### config.mk
export PLATFORM = sky130hd
export DESIGN_NAME = lvds_data_wr_ctrl
export DESIGN_NICKNAME = d
export VERILOG_FILES = /design/src/rtl/lvds_data_wr_ctrl.sv
export SDC_FILE = /design/constraint.sdc
export NUM_CORES = 1
export LEC_CHECK = 0
export CAP_MARGIN = 15
export CORE_MARGIN = 1
export CORE_UTILIZATION = 45
export DETAILED_ROUTE_END_ITERATION = 16
export PLACE_DENSITY_LB_ADDON = 0.05
export SYNTH_ARGS = -nofsm -noshare
export SYNTH_HDL_FRONTEND = slang
export SYNTH_SLANG_ARGS = --single-unit
### constraint.sdc
create_clock -name I_lcd_clk -period 3.8 [get_ports I_lcd_clk]
set_input_delay 0.76 -clock I_lcd_clk [delete_from_list [all_inputs] [get_ports I_lcd_clk]]
set_output_delay 0.76 -clock I_lcd_clk [all_outputs]
set_load 0.005 [all_outputs]
### src/rtl/lvds_data_wr_ctrl.sv
// lvds_data_wr_ctrl: packs RGB888 line bytes into four 16-bit lane FIFOs
// and emits one line-control code per line/timing event into the vshsde FIFO.
module lvds_data_wr_ctrl #(
  parameter int          LCD_H_WIDTH = 16,
  parameter int          NUM_LINE_RD = (LCD_H_WIDTH * 3) / 8,
  parameter bit          HS_POL      = 1'b1,
  parameter bit          VS_POL      = 1'b1,
  parameter logic [7:0]  DES_VALID   = 8'hFF,
  parameter logic [7:0]  DES_INVALID = 8'h0F,
  parameter logic [7:0]  DVS_VALID   = 8'hF0
) (
  input  logic        I_lcd_clk,
  input  logic        I_rst_n,
  input  logic        I_lcd_de,
  input  logic        I_lcd_hs,
  input  logic        I_lcd_vs,
  input  logic [7:0]  I_lcd_r,
  input  logic [7:0]  I_lcd_g,
  input  logic [7:0]  I_lcd_b,
  output logic        O_rgb_lane0_wren,
  output logic        O_rgb_lane1_wren,
  output logic        O_rgb_lane2_wren,
  output logic        O_rgb_lane3_wren,
  output logic [15:0] O_rgb_lane0_data,
  output logic [15:0] O_rgb_lane1_data,
  output logic [15:0] O_rgb_lane2_data,
  output logic [15:0] O_rgb_lane3_data,
  input  logic        I_full_lane0,
  input  logic        I_full_lane1,
  input  logic        I_full_lane2,
  input  logic        I_full_lane3,
  output logic        O_vshsde_wren,
  output logic [7:0]  O_vshsde_ctrl,
  input  logic        I_full_vshsde,
  output logic        O_ovf,
  output logic        O_line_err
);
  localparam int PW = $clog2(LCD_H_WIDTH + 1);
  localparam int WW = $clog2(NUM_LINE_RD + 1);
  localparam logic [PW-1:0] W_L   = PW'(LCD_H_WIDTH);
  localparam logic [WW-1:0] NUM_L = WW'(NUM_LINE_RD);

  typedef enum logic [1:0] {IDLE, ACTIVE, PAD, CTRL} state_t;
  state_t state, state_nx;

  logic [PW-1:0] pix_cnt;
  logic [WW-1:0] words;
  logic [7:0]    res_q [8];
  logic [7:0]    nres  [8];
  logic [7:0]    word  [8];
  logic [7:0]    pix   [3];
  logic [15:0]   lane_q [4];
  logic          de_q, hs_q, vs_q, seen_de, wren_q;
  logic [2:0]    pend, allp, sel;
  logic          start, take, wr_data, pad_wr, lane_wr, full_any;
  logic          post_dv, err_set, hs_e, vs_e, ctrl_any;
  logic [2:0]    phase, pos;
  logic [3:0]    k;
  logic [7:0]    code;

  assign start    = (state == IDLE || state == CTRL) && I_lcd_de && !de_q;
  assign take     = start || (state == ACTIVE && I_lcd_de && pix_cnt < W_L);
  assign phase    = start ? 3'd0 : pix_cnt[2:0];
  assign pos      = 3'(phase * 3);
  assign wr_data  = take && (phase == 3'd2 || phase == 3'd5 || phase == 3'd7);
  assign pad_wr   = state == PAD && words != NUM_L;
  assign lane_wr  = wr_data || pad_wr;
  assign full_any = I_full_lane0 | I_full_lane1 | I_full_lane2 | I_full_lane3;
  assign pix      = '{I_lcd_r, I_lcd_g, I_lcd_b};

  // Bytes landing past position 7 complete the word and become the next residual.
  always_comb begin
    word = res_q;
    nres = res_q;
    k    = 4'd0;
    for (int j = 0; j < 3; j++) begin
      k = {1'b0, pos} + 4'(j);
      nres[k[2:0]] = pix[j];
      if (!k[3]) word[k[2:0]] = pix[j];
    end
  end

  always_comb begin
    state_nx = state;
    post_dv  = 1'b0;
    err_set  = 1'b0;
    case (state)
      IDLE:   state_nx = start ? ACTIVE : IDLE;
      ACTIVE: begin
        if (!I_lcd_de) begin
          post_dv  = words == NUM_L;
          err_set  = words != NUM_L;
          state_nx = words == NUM_L ? CTRL : PAD;
        end else err_set = pix_cnt >= W_L;
      end
      PAD: begin
        err_set  = I_lcd_de;
        post_dv  = words == NUM_L;
        state_nx = words == NUM_L ? CTRL : PAD;
      end
      default: state_nx = start ? ACTIVE : IDLE;
    endcase
  end

  assign hs_e     = I_lcd_hs == HS_POL && hs_q != HS_POL;
  assign vs_e     = I_lcd_vs == VS_POL && vs_q != VS_POL;
  assign allp     = pend | {post_dv, vs_e, hs_e && !vs_e && !seen_de};
  assign sel      = allp[2] ? 3'b100 : allp[1] ? 3'b010 : allp[0] ? 3'b001 : 3'b000;
  assign code     = allp[2] ? DES_VALID : allp[1] ? DVS_VALID : DES_INVALID;
  assign ctrl_any = |allp;

  always_ff @(posedge I_lcd_clk or negedge I_rst_n) begin
    if (!I_rst_n) begin
      state         <= IDLE;
      pix_cnt       <= '0;
      words         <= '0;
      res_q         <= '{default: '0};
      lane_q        <= '{default: '0};
      wren_q        <= 1'b0;
      de_q          <= 1'b0;
      hs_q          <= HS_POL;
      vs_q          <= VS_POL;
      seen_de       <= 1'b0;
      pend          <= '0;
      O_vshsde_wren <= 1'b0;
      O_vshsde_ctrl <= '0;
      O_ovf         <= 1'b0;
      O_line_err    <= 1'b0;
    end else begin
      state   <= state_nx;
      pix_cnt <= start ? PW'(1) : pix_cnt + PW'(take);
      words   <= start ? '0 : words + WW'(lane_wr);
      if (take) res_q <= nres;
      wren_q  <= lane_wr && !full_any;
      if (lane_wr && !full_any)
        for (int n = 0; n < 4; n++) lane_q[n] <= pad_wr ? 16'h0 : {word[n+4], word[n]};
      de_q          <= I_lcd_de;
      hs_q          <= I_lcd_hs;
      vs_q          <= I_lcd_vs;
      seen_de       <= hs_e ? 1'b0 : seen_de | I_lcd_de;
      pend          <= allp & ~sel;
      O_vshsde_wren <= ctrl_any && !I_full_vshsde;
      if (ctrl_any && !I_full_vshsde) O_vshsde_ctrl <= code;
      O_ovf         <= O_ovf | (ctrl_any && I_full_vshsde) | (lane_wr && full_any);
      O_line_err    <= O_line_err | err_set;
    end
  end

  assign O_rgb_lane0_wren = wren_q;
  assign O_rgb_lane1_wren = wren_q;
  assign O_rgb_lane2_wren = wren_q;
  assign O_rgb_lane3_wren = wren_q;
  assign O_rgb_lane0_data = lane_q[0];
  assign O_rgb_lane1_data = lane_q[1];
  assign O_rgb_lane2_data = lane_q[2];
  assign O_rgb_lane3_data = lane_q[3];
endmodule

[Word-level counts from Yosys, hierarchy flattened]
Index checks and enable logic that the tools add are counted.
Word-level totals
  output and inout port bits: 79
  logic and storage cells: 124
  register bits after elaboration: 157
  input bits: 34
Operators by class
  add/subtract/negate cells: 4
  magnitude comparators: 8
  multiply operators: 1
  reductions and logical operators: 29
  equal/unequal tests: 9
  bitwise operators: 15
  multiplexer cells: 33
Operators with widths (number)
  64-bit bitwise mux: 4
  64-bit 2-to-1 mux: 2
  8-bit demux with 3-bit select: 3
  16-bit 2-to-1 mux: 4
  8-bit 2-to-1 mux: 5
  1-bit logical AND: 17
  4-bit greater-or-equal comparator (second input constant): 3
  4-bit by 1-bit less-than comparator with 1-bit output (second input constant): 3
  3-bit NOT with 4-bit output: 3
  3-bit equality test (second input constant): 3
  3-bit 2-to-1 mux: 3
  1-bit bitwise OR: 7
  1-bit 2-to-1 mux: 6
  5-bit by 1-bit adder with 5-bit output: 1
  5-bit greater-or-equal comparator (second input constant): 1
  1-bit logical NOT: 5
  1-bit logical OR: 5
  5-bit less-than comparator (second input constant): 1
  5-bit 2-to-1 mux: 1
  3-bit by 1-bit adder with 4-bit output (second input constant): 1
  3-bit by 2-bit adder with 4-bit output (second input constant): 1
  2-bit equality test (second input constant): 2
  2-bit 2-to-1 mux: 2
  1-bit one-hot mux with 2 select lines: 2
  other kinds (13): 14

[Logic depth before layout (Yosys ltp)]
Gate-level depths: netlist of the first run.
  word-level depth: 17
  depth in mapped cells: 18

[Worst setup path after synthesis of the first run]
OpenSTA, ideal clock, no wires.
  kind: input-to-reg
  from: input port I_lcd_de
  to: register lane_q, in the netlist O_rgb_lane2_data[11]
  data required time: 3.680 ns
  path slack: 0.325 ns
  data arrival time: 3.354 ns
  stages: 14
  path buffers: 5
  cells stage by stage: nand3b_1 > buf_2 > buf_2 > nand2_1 > inv_1 > ha_1 > clkbuf_1 > or3b_2 > o221ai_1 > buf_2 > or2_1 > clkbuf_1 > o2111ai_1 > o211a_1
On the way
  word-level cells in the longest chain between the ends: 15
  elaborated cells on any way between the ends: 41
  classes of those cells: 2 x add/sub; 1 x mul; 6 x order compare; 3 x eq/ne; 13 x mux; 3 x bitwise; 13 x reduce/logical
RTL lines
  start: declaration: line 14  | input logic I_lcd_de,
  1-bit logical AND (2 in a row): line 61  | assign start = (state == IDLE || state == CTRL) && I_lcd_de && !de_q;
  3-bit 2-to-1 mux: line 63  | assign phase = start ? 3'd0 : pix_cnt[2:0];
  3-bit by 2-bit multiplier with 3-bit output: line 64  | assign pos = 3'(phase * 3);
  3-bit by 1-bit adder with 4-bit output / 3-bit NOT with 4-bit output (equally long branches): line 77, 79
  3-bit NOT with 4-bit output (not written as such), or another cell as far along: line 79  | if (!k[3]) word[k[2:0]] = pix[j];
  4-bit greater-or-equal comparator (not written as such), or another cell as far along: line 79
  1-bit logical AND (not written as such) / 8-bit 2-to-1 mux (equally long branches): line 79
  8-bit 2-to-1 mux (not written as such) / 8-bit demux with 3-bit select (equally long branches): line 79
  8-bit demux with 3-bit select / 64-bit bitwise mux (equally long branches): line 79
  64-bit bitwise mux: line 79
  64-bit 2-to-1 mux: line 79
  64-bit bitwise mux: line 79
  64-bit 2-to-1 mux: line 79
  16-bit 2-to-1 mux: line 136  | for (int n = 0; n < 4; n++) lane_q[n] <= pad_wr ? 16'h0 : {word[n+4], word[n]};
  end signal: assignment: line 118  | lane_q <= '{default: '0};
  end: declaration: line 52  | logic [15:0] lane_q [4];
Parallel ways exist; a longest one is shown, timed or not.
A chain may end at the register's enable or synchronous reset.

[Worst setup path in the final report of the first run]
  from: input port I_lcd_de
  to: register res_q[61] in the netlist's numbering
On the way
  word-level cells in the longest chain between the ends: 12
  elaborated cells on any way between the ends: 30
  classes of those cells: 2 x add/sub; 1 x mul; 6 x order compare; 10 x mux; 3 x bitwise; 8 x reduce/logical
RTL lines
  1-bit logical AND (2 in a row): line 61
  3-bit 2-to-1 mux: line 63
  3-bit by 2-bit multiplier with 3-bit output: line 64
  3-bit by 1-bit adder with 4-bit output / 3-bit NOT with 4-bit output (equally long branches): line 77, 78
  3-bit NOT with 4-bit output (not written as such), or another cell as far along: line 78  | nres[k[2:0]] = pix[j];
  4-bit greater-or-equal comparator (not written as such), or another cell as far along: line 78
  1-bit logical AND (not written as such) / 8-bit 2-to-1 mux (equally long branches): line 78
  8-bit 2-to-1 mux (not written as such) / 8-bit demux with 3-bit select (equally long branches): line 78
  8-bit demux with 3-bit select / 64-bit bitwise mux (equally long branches): line 78
  64-bit bitwise mux (2 in a row): line 78
  end signal: assignment: line 133  | if (take) res_q <= nres;
  end: declaration: line 48  | logic [7:0] res_q [8];
Parallel ways exist; a longest one is shown, timed or not.

==> metrics.yaml, run 1 <==
rsz0062_at_grt: "no"
grt_overflow: 0
post-cts-setup-buffers: 0
finalCritPeriodShare: 0.869
grt_use_total: 0.297
drt_first_pass_iters: 7
synth_nets: 1012
final_cell_mix: "dfrtp_1, nand2_1, clkdlybuf4s50_1, o21ai_0, nor2_1"
fmax_mhz: 303
avgSynthCellArea_sq_um: 8.98
grt_max_degree: 103
cts_resized: 0
cts_max_path_buffers: 2
rows: 50
drive_gt1_frac: 0.103
path_class: "input port to flop"
root_buffer: "clkbuf_16"
wl_microns: 28300
ys_ff_latch: 150
tritoncts: "built"
seqCellArea_sq_mm: 0.00376
die_y_microns: 141
drt_iter0_drc: 682
finalSetupTns_ns: 0
clk_latency_ns: 0.43
p_leak_nw: 4.72
postCtsHoldBufs: 0
slew_headroom: 0.304
cts.sinks: 150
yosysTopAreaCell: "dfrtp_1"
critPathLaunch: "I_lcd_de"
crit_required_ns: 4.11
endpoint_kind: "flop"
fillers: 1705
r2r_cells: 12
layout_commonest_cell: "dfrtp_1"
io_pins: 113
die_area_sq_mm: 0.0199
yosysWarnings: 0
route.antenna.remaining_nets: 0
synth_top_cell_area_share: 0.426
grt_pass1_wl_microns: 44500
netlist_area_sq_mm: 0.00869
numPortBuffers: 112
h-tree-depth: 4
wl_per_cell_microns: 21.2
p_per_area_mw_per_mm2: 900
regToRegStartpoint: "state[0]"
core_area_sq_mm: 0.0188
die_w_microns: 141
setup_violations: 0
area_delta_synth_final_pct: 25.1
worstPathArrival_ns: 3.62
critPathMaxFanout: 16
cts_buffers: 17
dpl.cell_count: 1300
seq_area_frac_synth: 0.432
status: "complete, no violations"
worstMarginPinSlew_ns: 1.04
vdd_ir_drop_max_uv: 576
diodes: 0
start_util: 0.461
multi_input_area_sq_mm: 0.00441
clk_pin_slew_ns: 0.06
layoutNonFillerInstCount: 1332
hold_viol: 0
period_needed_ns: 3.30
drc_errors: 0
start_kind: "input port"
synth.distinct_cells: 70
hpwl_microns: 18400
min_path_type: "input port to async pin"
finalNetCount: 1103
synth_edf_count: 0
antenna_found_initial: 0
synthTopCellsByArea: "dfrtp_1, nand2_1, o21ai_0"
finalWeightedCongestion: 0.908
maxSlewViolCount: 0
syn_inst: 968
finalClockSkew_ns: 0.00922
ys_async_sr_fraction: 1.00
vias_per_cell: 5.95
vias: 7925
maxCapViolations: 0
synth-main-ff-cell: "dfrtp_1"
grt_pass1_vias: 7551
==> critical path, cell delays in order <==
cell and delay (ns):
clkdlybuf4s50_1 0.48, nand3b_1 0.15, nand2_1 0.12, inv_1 0.06
ha_1 0.33, buf_12 0.17, or3_1 0.43, o221a_2 0.41
nand2_1 0.30, a211oi_1 0.09, a221o_1 0.29
==> layout make-up <==
type / count / area share
Clock buffer: 20 / 0.0402
Sequential cell: 150 / 0.346
Clock inverter: 12 / 0.0208
Multi-Input combinational cell: 700 / 0.406
Inverter: 23 / 0.00794
Tap cell: 260 / 0.0299
Timing Repair Buffer: 167 / 0.149
==> layer usage <==
metal	vias up	part of all wire	global-route usage
met5	-	0	0
met4	0	0.029	0.110
met3	61	0.069	0.0645
met2	327	0.45	0.451
met1	3846	0.45	0.415
li1	3691	-	-
==> path summary, 6_finish.rpt <==
kind | endpoint | slack, ns
hold / removal | O_vshsde_ctrl[6] | 0.34
setup reg to reg | res_q[61] | 0.51
setup / recovery | res_q[61] | 0.50
min in group I_lcd_clk | O_line_err | 0.47
hold reg to reg | O_line_err | 0.47
max in group asynchronous | O_rgb_lane0_data[11] | 2.65
==> cell usage after synthesis, types with 17 or more instances <==
| cell | instances |
|---|---|
| a221o_1 | 17 |
| and2_1 | 20 |
| a22oi_1 | 24 |
| dfrtp_1 | 148 |
| nor2_1 | 84 |
| clkbuf_1 | 61 |
| o21ai_0 | 91 |
| mux2i_1 | 42 |
| o221ai_1 | 26 |
| inv_1 | 23 |
| nand2_1 | 139 |
| a211oi_1 | 38 |
| a21oi_1 | 42 |
==> kinds of logic (layout without fill, tap and decap cells) <==
kind of cell | after synthesis | after routing | synth area share
buffers and inverters | 118 | 222 | 0.0621
AOI/OAI and AO/OA | 328 | 328 | 0.261
DFF | 150 | 150 | 0.432
adders and majority gates | 10 | 10 | 0.0144
and+or+nand+nor | 306 | 306 | 0.160
xor gates and xnor gates | 13 | 13 | 0.0206
muxes | 43 | 43 | 0.0497
==> metrics by stage <==
step                cell area, sq um  worst slack (ns)  power (mW)  utilization  hold slack [ns]
finish                         10900             0.496        9.78        0.577            0.341
CTS                            10900             0.507        9.75        0.577            0.385
global route                   10900             0.257        10.5        0.577            0.389
floorplan                       8690             0.325        6.04            -            0.444
global placement               10200             0.109        7.72        0.542            0.461
detailed placement             10200            0.0680        7.77        0.542            0.463
==> where the power goes <==
group	internal, mW	switching, mW
clock	1.24	0.704
sequential	2.06	0.311
combinational	2.30	3.17
==> sequential cells by signal, summed over array words and instances, names as in the netlist <==
register and count:
O_rgb_lane2_data 16, words 3, O_ovf 1, res_q 64, vs_q 1, O_rgb_lane0_wren 1
state 2, de_q 1, O_rgb_lane1_data 16, O_line_err 1, pend 2, O_vshsde_ctrl 2
O_rgb_lane0_data 16, pix_cnt 5, seen_de 1, O_vshsde_wren 1, O_rgb_lane3_data 16, hs_q 1
(Power assumes the default switching activity.)
==> run 2: changes to the inputs <==
CORE_UTILIZATION = 56   (was 45)
==> metrics.yaml, run 2 (synthesis gave the netlist of run 1 again) <==
r2r_cells: 12
drt_iter0_drc: 800
fmax_mhz: 299
vias: 7951
finalWeightedCongestion: 0.940
area_delta_synth_final_pct: 22.3
drt_first_pass_iters: 5
placedInstanceArea_sq_mm: 0.0101
grt_max_degree: 103
maxCapViolations: 0
endpoint_kind: "flop"
cts_buffers: 17
final_cell_mix: "dfrtp_1, nand2_1, clkdlybuf4s50_1, o21ai_0, nor2_1"
finalNetCount: 1096
clk_latency_ns: 0.43
period_needed_ns: 3.34
antenna_found_initial: 0
numPortBuffers: 112
die_w_microns: 127
finalCritPeriodShare: 0.880
grt_overflow: 0
final_util: 0.702
drc_errors: 0
fillers: 1226
worstMarginPinSlew_ns: 1.05
p_per_area_mw_per_mm2: 881
vdd_ir_drop_max_uv: 490
diodes: 0
die_area_sq_mm: 0.0160
tritoncts: "built"
crit_required_ns: 4.11
finalSetupTns_ns: 0
cts_max_path_buffers: 2
preCtsSetupSlack_ns: 0.0500
regMostFlops: "res_q"
design_area_sq_mm: 0.0106
cts.sinks: 150
power.total_mw: 9.36
r2r_slack_ns: 0.46
min_path_type: "input port to async pin"
route.antenna.remaining_nets: 0
wl_per_cell_microns: 21.2
seqCellArea_sq_mm: 0.00376
setup_ws_ns: 0.457
hold_viol: 0
hpwl_microns: 17400
rsz0062_at_grt: "no"
cts_resized: 0
h-tree-depth: 4
start_util: 0.574
grt_pass1_wl_microns: 42200
multi_input_area_sq_mm: 0.00441
post-cts-setup-buffers: 0
r2r_end: "res_q[9]"
finalClockSkew_ns: 0.0106
p_leak_nw: 4.64
worstPathArrival_ns: 3.65
clk_pin_slew_ns: 0.06
root_buffer: "clkbuf_16"
die_y_microns: 127
slew_headroom: 0.303
grt_pass1_vias: 7552
wl_microns: 26600
setup_violations: 0
layout_commonest_cell: "dfrtp_1"
largest_register_ffs: 64
core_area_sq_mm: 0.0151
critPathMaxFanout: 20
drive_gt1_frac: 0.0967
rows: 45
path_class: "input port to flop"
regToRegStartpoint: "state[0]"
io_pins: 113
vias_per_cell: 6.35
postCtsHoldBufs: 0
start_kind: "input port"
maxSlewViolCount: 0
grt_use_total: 0.349
status: "complete, no violations"
## run 2: changes by cell type in the layout (fill, tap and decap cells not counted), sizes merged
cell / previous run / this run
buf: 56 / 49
bufinv: 6 / 1
clkbuf: 20 / 24
clkinv: 2 / 4
inv: 25 / 24
## run 2: final cells by class
cell class,instances,share of cell area
clock buffer,24,0.0463
clock inverter,8,0.00695
inverter,23,0.00812
multi-input combinational,700,0.415
sequential,150,0.353
tap,188,0.0221
timing repair buffer,160,0.148
## run 2: how the worst max path moves through the flow
stage,to,from,slack (ns)
6_report,res_q[9],I_lcd_de,0.46
4_1_cts,res_q[9],I_lcd_de,0.46
3_3_place_gp,res_q[12],I_lcd_de,0.08
5_1_grt,res_q[62],state[0],0.24
2_1_floorplan,O_rgb_lane2_data[11],I_lcd_de,0.33
3_5_place_dp,res_q[56],I_lcd_de,0.05
## run 2: where the power goes
part	total, mW	switching [mW]	internal [mW]
Sequential	2.38	0.320	2.06
Combinational	5.35	3.10	2.25
Clock	1.63	0.665	0.967
## run 2: critical path, stage by stage
cell             delay, ns
clkdlybuf4s50_1       0.49
nand3b_1              0.15
nand2_1               0.15
inv_1                 0.07
ha_1                  0.36
or3b_2                0.49
o221ai_2              0.24
buf_12                0.20
nand2b_1              0.33
a211oi_1              0.11
a211o_1               0.29
## run 2: metal layers
layer / up-vias / track usage / wire length [microns]
met5: - / 0 / 0
met4: 0 / 0.171 / 1170
met3: 95 / 0.0814 / 1910
met2: 342 / 0.533 / 12200
met1: 3841 / 0.470 / 11300
li1: 3673 / - / -
## run 2: metrics by stage
stage | std cells | hold WS [ns]
floorplan | 968 | 0.444
global placement | 1221 | 0.459
detailed placement | 1221 | 0.466
CTS | 1253 | 0.397
global route | 1253 | 0.427
finish | 1253 | 0.370
==> run 3: changes to the inputs <==
CORE_UTILIZATION = 60   (was 56)
clock period = 4.1 ns   (was 3.8 ns; I/O delays follow)
==> metrics.yaml, run 3 (synthesis gave the netlist of run 1 again) <==
status: "complete, no violations"
vias: 8214
seqCellArea_sq_mm: 0.00376
clk_latency_ns: 0.42
p_per_area_mw_per_mm2: 842
min_path_type: "input port to async pin"
crit_required_ns: 4.43
antenna_found_initial: 0
die_w_microns: 122
dpl.cell_count: 1201
tritoncts: "built"
finalNetCount: 1084
maxCapViolations: 0
root_buffer: "clkbuf_16"
period_needed_ns: 3.60
layoutNonFillerInstCount: 1233
grt_overflow: 0
hold_viol: 0
finalSetupTns_ns: 0
postCtsHoldBufs: 0
cts_buffers: 17
grt_pass1_vias: 7651
diodes: 0
setup_violations: 0
design_area_sq_mm: 0.0106
critPathMaxFanout: 18
preCtsSetupSlack_ns: 0.119
p_leak_nw: 4.61
maxSlewViolCount: 0
finalWeightedCongestion: 0.925
vdd_ir_drop_max_uv: 569
worstMarginPinSlew_ns: 1.01
cts_resized: 0
die_y_microns: 122
largest_register_ffs: 64
setup_ws_ns: 0.502
path_class: "input port to flop"
numPortBuffers: 112
wl_microns: 27300
cts_max_path_buffers: 2
die_area_sq_mm: 0.0150
rsz0062_at_grt: "no"
finalClockSkew_ns: 0.00744
holdWs_ns: 0.343
drt_first_pass_iters: 6
io_pins: 113
clk_pin_slew_ns: 0.06
wl_per_cell_microns: 22.2
layout_commonest_cell: "dfrtp_1"
endpoint_kind: "flop"
drive_gt1_frac: 0.0883
vias_per_cell: 6.66
core_area_sq_mm: 0.0140
power.total_mw: 8.89
final_util: 0.755
multi_input_area_sq_mm: 0.00441
finalCritPeriodShare: 0.878
grt_use_total: 0.377
placedInstanceArea_sq_mm: 0.00990
grt_pass1_wl_microns: 42200
rows: 43
worstPathArrival_ns: 3.93
start_util: 0.621
regMostFlops: "res_q"
fillers: 1032
area_delta_synth_final_pct: 21.6
post-cts-setup-buffers: 0
route.antenna.remaining_nets: 0
fmax_mhz: 278
h-tree-depth: 4
final_cell_mix: "dfrtp_1, nand2_1, clkdlybuf4s50_1, o21ai_0, nor2_1"
cts.sinks: 150
start_kind: "input port"
drc_errors: 0
slew_headroom: 0.326
grt_max_degree: 103
drt_iter0_drc: 940
hpwl_microns: 17400
## run 3: final cells by class
| class | instances | area share |
|---|---|---|
| inverters | 23 | 0.00817 |
| repair buffers | 148 | 0.134 |
| flip-flops and latches | 150 | 0.355 |
| multi-input cells | 700 | 0.418 |
| clock inverters | 11 | 0.0187 |
| clock buffers | 21 | 0.0445 |
| well taps | 180 | 0.0213 |
## run 3: path summary, 6_finish.rpt
check	endpoint	start	slack (ns)	cells after the start
max reg2reg	O_rgb_lane2_data[6]	state[1]	0.58	12
min in group I_lcd_clk	O_rgb_lane3_data[13]	O_rgb_lane3_data[13]	0.48	2
max	O_rgb_lane2_data[6]	I_lcd_de	0.50	12
min reg2reg	O_rgb_lane3_data[13]	O_rgb_lane3_data[13]	0.48	2
max in group asynchronous	O_rgb_lane0_data[10]	I_rst_n	2.82	2
min	pix_cnt[4]	I_rst_n	0.34	1
## run 3: layer usage
| layer | share of wire | GRT usage |
|---|---|---|
| met3 | 0.12 | 0.0906 |
| met1 | 0.39 | 0.513 |
| met2 | 0.44 | 0.555 |
| met4 | 0.051 | 0.208 |
| met5 | 0 | 0 |
## run 3: report_power, final
group	switching [mW]	internal (mW)
combinational	2.96	1.95
clock	0.630	1.13
sequential	0.312	1.91
## run 3: critical path, cell delays in order
cell and delay [ns]:
clkdlybuf4s50_1 0.48, nand3b_1 0.11, nand2_1 0.13, inv_1 0.07, ha_1 0.30, buf_4 0.17, nor2b_1 0.21, and2_0 0.36
nand2_1 0.54, nand2_1 0.48, nor2_1 0.08, o21ai_0 0.18
